$ cat src/rtl/atp_pkg.sv
// Shared state/fault-code types and default parameters for the ATP section tracker.
package atp_pkg;

    localparam int unsigned DefNumSections = 12;
    localparam int unsigned DefMinDwell    = 4;
    localparam int unsigned DefMaxDwell    = 50;

    typedef enum logic [1:0] {
        StIdle,
        StTrack,
        StFault
    } atp_state_e;

    typedef enum logic [1:0] {
        FcNone  = 2'd0,
        FcSkip  = 2'd1,
        FcStall = 2'd2,
        FcEntry = 2'd3
    } atp_fault_e;

endpackage

$ cat src/rtl/atp_dwell_timer.sv
// Saturating section-dwell counter with synchronous clear and min/max compare flags.
module atp_dwell_timer
    import atp_pkg::*;
#(
    parameter int unsigned MIN_DWELL = DefMinDwell,
    parameter int unsigned MAX_DWELL = DefMaxDwell
) (
    input  logic clk,
    input  logic rst,
    input  logic clr,
    input  logic inc,
    output logic below_min,
    output logic at_max
);

    localparam int unsigned CntW = $clog2(MAX_DWELL + 1);

    logic [CntW-1:0] count_q, count_d;

    always_comb begin
        count_d = count_q;
        if (clr) begin
            count_d = '0;
        end else if (inc && (count_q != CntW'(MAX_DWELL))) begin
            count_d = count_q + CntW'(1);
        end
    end

    always_ff @(posedge clk or posedge rst) begin
        if (rst) begin
            count_q <= '0;
        end else begin
            count_q <= count_d;
        end
    end

    assign below_min = (count_q < CntW'(MIN_DWELL));
    // Asserted on the cycle whose increment brings the count to MAX_DWELL-1.
    assign at_max    = (count_q >= CntW'(MAX_DWELL - 2));

endmodule

$ cat src/rtl/atp_section_tracker.sv
// Single-train section tracker with skip/stall/entry faults and overspeed detection.
// Define ATP_REVERSE_EN to allow reverse-direction entry and in-track reversals.
module atp_section_tracker
    import atp_pkg::*;
#(
    parameter int unsigned NUM_SECTIONS = DefNumSections,
    parameter int unsigned POS_W        = $clog2(NUM_SECTIONS),
    parameter int unsigned MIN_DWELL    = DefMinDwell,
    parameter int unsigned MAX_DWELL    = DefMaxDwell
) (
    input  logic                    clk,
    input  logic                    rst,
    input  logic [NUM_SECTIONS-1:0] sensor,
    input  logic                    ack_fault,
    output logic [POS_W-1:0]        position,
    output logic                    dir,
    output logic                    valid,
    output logic                    overspeed,
    output logic                    fault,
    output logic [1:0]              fault_code,
    output logic                    brake_req
);

    localparam logic [NUM_SECTIONS-1:0] OneHot0 = {{(NUM_SECTIONS - 1){1'b0}}, 1'b1};
    localparam logic [POS_W-1:0]        LastPos = POS_W'(NUM_SECTIONS - 1);

    atp_state_e              state_q, state_d;
    atp_fault_e              code_q, code_d;
    logic [POS_W-1:0]        pos_q, pos_d;
    logic                    dir_q, dir_d;
    logic                    ovs_q, ovs_d;
    logic [NUM_SECTIONS-1:0] sensor_q, rise, fall;

    logic                    fwd_ok, bwd_ok, next_ok, at_term;
    logic [POS_W-1:0]        next_pos;
    logic [NUM_SECTIONS-1:0] here_mask, next_mask;
    logic                    dwell_clr, dwell_inc, below_min, at_max;

    assign rise = sensor & ~sensor_q;
    assign fall = ~sensor & sensor_q;

    // Neighbour existence in each direction; "next" follows the current travel direction.
    assign fwd_ok    = (pos_q != LastPos);
    assign bwd_ok    = (pos_q != '0);
    assign next_ok   = dir_q ? bwd_ok : fwd_ok;
    assign next_pos  = dir_q ? (pos_q - POS_W'(1)) : (pos_q + POS_W'(1));
    assign at_term   = !next_ok;
    assign here_mask = OneHot0 << pos_q;
    assign next_mask = OneHot0 << next_pos;

`ifdef ATP_REVERSE_EN
    localparam logic [NUM_SECTIONS-1:0] LastMask = OneHot0 << LastPos;

    logic                    back_ok;
    logic [POS_W-1:0]        back_pos;
    logic [NUM_SECTIONS-1:0] back_mask;

    assign back_ok   = dir_q ? fwd_ok : bwd_ok;
    assign back_pos  = dir_q ? (pos_q + POS_W'(1)) : (pos_q - POS_W'(1));
    assign back_mask = OneHot0 << back_pos;
`endif

    always_comb begin
        state_d   = state_q;
        pos_d     = pos_q;
        dir_d     = dir_q;
        code_d    = code_q;
        ovs_d     = ovs_q & ~ack_fault;
        dwell_clr = 1'b1;
        dwell_inc = 1'b0;
        unique case (state_q)
            StIdle: begin
                if (rise == OneHot0) begin
                    state_d = StTrack;
                    pos_d   = '0;
                    dir_d   = 1'b0;
                end
`ifdef ATP_REVERSE_EN
                else if (rise == LastMask) begin
                    state_d = StTrack;
                    pos_d   = LastPos;
                    dir_d   = 1'b1;
                end
`endif
                else if (rise != '0) begin
                    state_d = StFault;
                    code_d  = FcEntry;
                end
            end
            StTrack: begin
                dwell_clr = 1'b0;
                dwell_inc = 1'b1;
                if ((rise == '0) || (rise == here_mask)) begin
                    if (at_term && ((fall & here_mask) != '0)) begin
                        state_d = StIdle;
                    end else if (at_max) begin
                        state_d = StFault;
                        code_d  = FcStall;
                    end
                end else if (next_ok && (rise == next_mask)) begin
                    pos_d     = next_pos;
                    dwell_clr = 1'b1;
                    if (below_min) ovs_d = 1'b1;
                end
`ifdef ATP_REVERSE_EN
                else if (back_ok && (rise == back_mask)) begin
                    pos_d     = back_pos;
                    dir_d     = ~dir_q;
                    dwell_clr = 1'b1;
                    if (below_min) ovs_d = 1'b1;
                end
`endif
                else begin
                    state_d = StFault;
                    code_d  = FcSkip;
                end
            end
            StFault: begin
                if (ack_fault && (sensor == '0)) begin
                    state_d = StIdle;
                    code_d  = FcNone;
                end
            end
            default: state_d = StIdle;
        endcase
    end

    always_ff @(posedge clk or posedge rst) begin
        if (rst) begin
            state_q  <= StIdle;
            code_q   <= FcNone;
            pos_q    <= '0;
            dir_q    <= 1'b0;
            ovs_q    <= 1'b0;
            sensor_q <= '0;
        end else begin
            state_q  <= state_d;
            code_q   <= code_d;
            pos_q    <= pos_d;
            dir_q    <= dir_d;
            ovs_q    <= ovs_d;
            sensor_q <= sensor;
        end
    end

    atp_dwell_timer #(
        .MIN_DWELL(MIN_DWELL),
        .MAX_DWELL(MAX_DWELL)
    ) u_dwell (
        .clk      (clk),
        .rst      (rst),
        .clr      (dwell_clr),
        .inc      (dwell_inc),
        .below_min(below_min),
        .at_max   (at_max)
    );

    assign position   = pos_q;
    assign dir        = dir_q;
    assign valid      = (state_q != StIdle);
    assign fault      = (state_q == StFault);
    assign fault_code = code_q;
    assign overspeed  = ovs_q;
    assign brake_req  = fault | ovs_q;

endmodule

$ cat config.mk
export PLATFORM = sky130hd
export DESIGN_NAME = atp_section_tracker
export DESIGN_NICKNAME = d
export VERILOG_FILES = /design/src/rtl/atp_pkg.sv /design/src/rtl/atp_dwell_timer.sv /design/src/rtl/atp_section_tracker.sv
export SDC_FILE = /design/constraint.sdc
export NUM_CORES = 1
export LEC_CHECK = 0
export BUFFER_PORTS_ARGS = -buffer_cell sky130_fd_sc_hd__buf_2
export CAP_MARGIN = 20
export CELL_PAD_IN_SITES_DETAIL_PLACEMENT = 0
export CELL_PAD_IN_SITES_GLOBAL_PLACEMENT = 1
export CORE_UTILIZATION = 44
export DETAILED_ROUTE_END_ITERATION = 10
export GPL_TIMING_DRIVEN = 0
export MAX_ROUTING_LAYER = met4
export PLACE_DENSITY_LB_ADDON = 0.1
export SKIP_LAST_GASP = 1
export SYNTH_ARGS = -nofsm -noshare
export SYNTH_HDL_FRONTEND = slang
export SYNTH_SLANG_ARGS = --single-unit
$ cat constraint.sdc
create_clock -name clk -period 3.8 [get_ports clk]
set_input_delay 0.57 -clock clk [delete_from_list [all_inputs] [get_ports clk]]
set_output_delay 0.57 -clock clk [all_outputs]
set_load 0.02 [all_outputs]
==> parameters.txt <==
Parameter                              Value

Run status
  Result of the run ... finished clean

GRT
  Number of antenna violations at the first check in global routing ... 0
  Wire length of the first global-routing pass ... 8763 um
  Maximum number of pins on one net before global-route repair ... 28
  GRT Util Overall ... 23.06%
  GRT overflow ... 0
  Number of global-route vias before repair ... 1690

Synth
  Most used standard cell by instance count after synthesis ... sky130_fd_sc_hd__dfrtp_1
  Synthesized flop and latch total ... 27
  Mean area per synthesized cell ... 8.499 um^2
  EDFF count, synth ... 0
  Top cells by count, synth ... sky130_fd_sc_hd__dfrtp_1, sky130_fd_sc_hd__nand2_1, sky130_fd_sc_hd__nand2b_1, sky130_fd_sc_hd__nand3_1, sky130_fd_sc_hd__nor2_1
  Cells taking the most area after synthesis ... sky130_fd_sc_hd__dfrtp_1, sky130_fd_sc_hd__nand2b_1, sky130_fd_sc_hd__ha_1
  Area of the mapped netlist ... 2048 um^2
  Synthesized instance count ... 241
  Number of distinct library cells after synthesis ... 51
  Sequential fraction of the synthesis area ... 32.99%
  Biggest area consumer among synthesized cells ... sky130_fd_sc_hd__dfrtp_1
  Post-synth top area share ... 32.99%
  Yosys warning count ... 0
  Post-synth ARST share ... 100.0%
  Most used DFF post-synth ... sky130_fd_sc_hd__dfrtp_1
  Net count after synthesis ... 263

Floorplan
  Effective utilization at floorplan ... 46.40%
  Overall die height ... 70.23 um
  Core Region ... 4414 um^2
  Area of the die ... 4932 um^2
  Die extent in x ... 70.23 um
  Top Ports ... 26
  FP Rows ... 24

Placement
  HPWL after detailed placement ... 3917 um
  Port-buffer cells ... 24
  Total instance count after detailed placement ... 317
  Placer's final routability congestion estimate ... 0.9390
  Post-placement worst setup slack ... 0.5746 ns

Setup path
  Ordered list of cells on the worst path ... ha_1 > buf_2 > xnor2_1 > a21o_1 > o211ai_1 > nor4_1 > and4_1 > and4_4 > a211o_1 > mux2_4
  Worst path max stage delay ... 0.66 ns
  Critical path peak fanout ... 10
  Reg-to-reg endpoint ... fault_code[1]$_DFFE_PP0P_
  Worst r2r src ... position[0]$_DFFE_PP0P_
  Standard cell with the maximum stage delay on the critical path ... sky130_fd_sc_hd__xnor2_1
  Crit path arrival time ... 3.47 ns
  Crit path to ... fault_code[1]$_DFFE_PP0P_
  Setup slack of the worst register-to-register path ... 0.49 ns
  FF-to-FF path depth ... 10
  Data required time at the worst endpoint ... 3.96 ns
  Crit path capture type ... register
  Origin of the worst setup path ... position[0]$_DFFE_PP0P_
  CP Launch Type ... register
  Worst Setup Path Type ... register to register

CTS
  Post-cts hold buffer count ... 0
  CTS root buffer ... sky130_fd_sc_hd__clkbuf_8
  Maximum count of clock buffers along a single path ... 2
  CTS buffer count ... 3
  Clock sink count ... 27
  Clk slew on worst S/H paths ... 0.09 ns
  Clock latency of the later-clocked register in the worst-skew pair ... 0.27 ns
  Setup bufs post-CTS ... 0
  TritonCTS clock tree ... yes
  CTS H-tree lvls ... 1
  Cts repair resizes ... 0

Pwr
  Net switching power ... 0.1535 mW
  Internal power ... 0.4148 mW
  IR drop worst, VDD ... 284.1 uV
  Cell Pwr Density ... 246.5 nW/um^2
  Clock network fraction of total power ... 29.2%
  Comb pwr share ... 17.2%
  Switching power as a share of total power ... 27.01%
  LEAKAGE ... 0.9526 nW
  Part of the total power dissipated in sequential elements ... 53.7%

STA
  Fmax ... 302.1 MHz
  Post-route worst setup slack ... 0.4901 ns
  Share of the clock period used by the worst path ... 87.10%
  Worst-case hold slack ... 0.2111 ns
  Setup Viol. Count Final ... 0
  Setup TNS ... 0 ns
  Final count of pins violating max slew ... 0
  Final critical path time including I/O delays and setup ... 3.310 ns
  Final Skew ... 0.001595 ns
  Headroom to the max-slew limit ... 45.38%
  Final-report hold violation count ... 0
  Unrepaired setup endpoints after global routing ... false
  Actual transition at the worst max-transition pin ... 0.8135 ns

Layout
  Util after Layout ... 52.24%
  Ratio of cells with drive above 1 in the final layout ... 17.04%
  Antenna diodes ... 0
  Nets ... 293
  Final non-filler cell total ... 322
  Synth-to-layout area growth ... 12.58%

Route
  Met3 wire length ... 250 um
  Post-detailed-route via-to-cell ratio ... 5.770
  Uppermost layer routed ... met4
  Initial DRT Pass Iterations ... 4
  Total met2 wirelength after detailed routing ... 2322 um
  DRT met1 WL ... 2607 um
  Number of nets with antenna violations after routing ... 0
  Number of DRC markers after the initial detailed-route iteration ... 127
  Aggregate routed wire length ... 5246 um
  Routed wirelength normalized by instance count ... 16.29 um
  Via count ... 1858
  DRC violation count after routing ... 0

Worst hold path
  Class of the most critical hold timing path ... primary input to asynchronous set/reset pin

Flow run
  Max Cap Violations ... 0
-- how the worst min path moves through the flow --
stage                                           to  slack, ns  cells after the start
finish                       sensor_q[5]$_DFF_PP0_       0.21                      2
global route                 sensor_q[5]$_DFF_PP0_       0.22                      2
CTS                          sensor_q[5]$_DFF_PP0_       0.43                      1
detailed placement       fault_code[0]$_DFFE_PP0P_       0.46                      1
global placement         fault_code[0]$_DFFE_PP0P_       0.46                      1
floorplan           u_dwell.count_q[5]$_DFFE_PP0P_       0.55                      2
-- placed cells by master (no fill, tap or decap), drive strengths merged, types with 4 or more instances in the layout --
| cell type | n |
|---|---|
| nand3 | 17 |
| clkbuf | 8 |
| xnor2 | 8 |
| nor4 | 8 |
| a21oi | 7 |
| ha | 7 |
| a31oi | 4 |
| o211ai | 4 |
| dfrtp | 27 |
| xor2 | 5 |
| nand2 | 23 |
| nand3b | 4 |
| inv | 9 |
| nor2b | 12 |
| buf | 34 |
| nor2 | 17 |
| nand4 | 4 |
| nand2b | 17 |
| o21ai | 10 |
-- power groups by stage --
stage	registers, mW	clock network (mW)	logic, mW
CTS	0.305	0.170	0.0939
floorplan	0.317	0	0.0545
global route	0.306	0.182	0.108
global placement	0.310	0	0.0937
finish	0.305	0.166	0.0975
detailed placement	0.311	0	0.0938
-- state kept, by name, summed over array words and instances (netlist names) --
signal,count
sensor_q,12
u_dwell.count_q,6
position,4
fault_code,2
state_q,2
overspeed,1
-- per-stage QoR --
| step | power [mW] | area, um^2 |
|---|---|---|
| finish | 0.5683 | 2306 |
| global route | 0.5961 | 2306 |
| CTS | 0.5695 | 2278 |
| detailed placement | 0.4046 | 2233 |
| global placement | 0.4036 | 2233 |
| floorplan | 0.3715 | 2048 |
-- worst max-delay path: cells and delay by family, from the launching register on --
family,cells,cell delay (ns)
xor+xnor,1,0.66
simple gates,3,0.93
flops,1,0.47
buf+inv,1,0.17
compound gates,3,0.45
mux,1,0.30
fa+ha+maj,1,0.22
-- cell type report --
type                    count  area (um^2)
fillers                   442         2108
flip-flops and latches     27        675.6
plain buffers              13        83.83
repair buffers             25        147.6
clock buffers               4        45.04
well taps                  52        65.06
inverters                   9        33.78
multi-input cells         192         1255
-- layer usage --
layer	track usage, %	vias to the layer above
met4	6.222	0
met1	34.04	869
met2	33.76	56
met3	2.165	4
met5	-	-
li1	-	929
-- kinds of logic (layout without fill, tap and decap cells) --
family | Yosys count | count (layout) | share of synthesized area (%)
flops | 27 | 27 | 32.99
mux | 5 | 5 | 2.749
compound gates | 49 | 49 | 16.80
simple gates | 117 | 117 | 31.70
other cells | 1 | 1 | 0.1831
xor+xnor | 13 | 13 | 5.559
buf+inv | 22 | 51 | 5.742
fa+ha+maj | 7 | 7 | 4.276
Power figures use the tool's default switching activity.
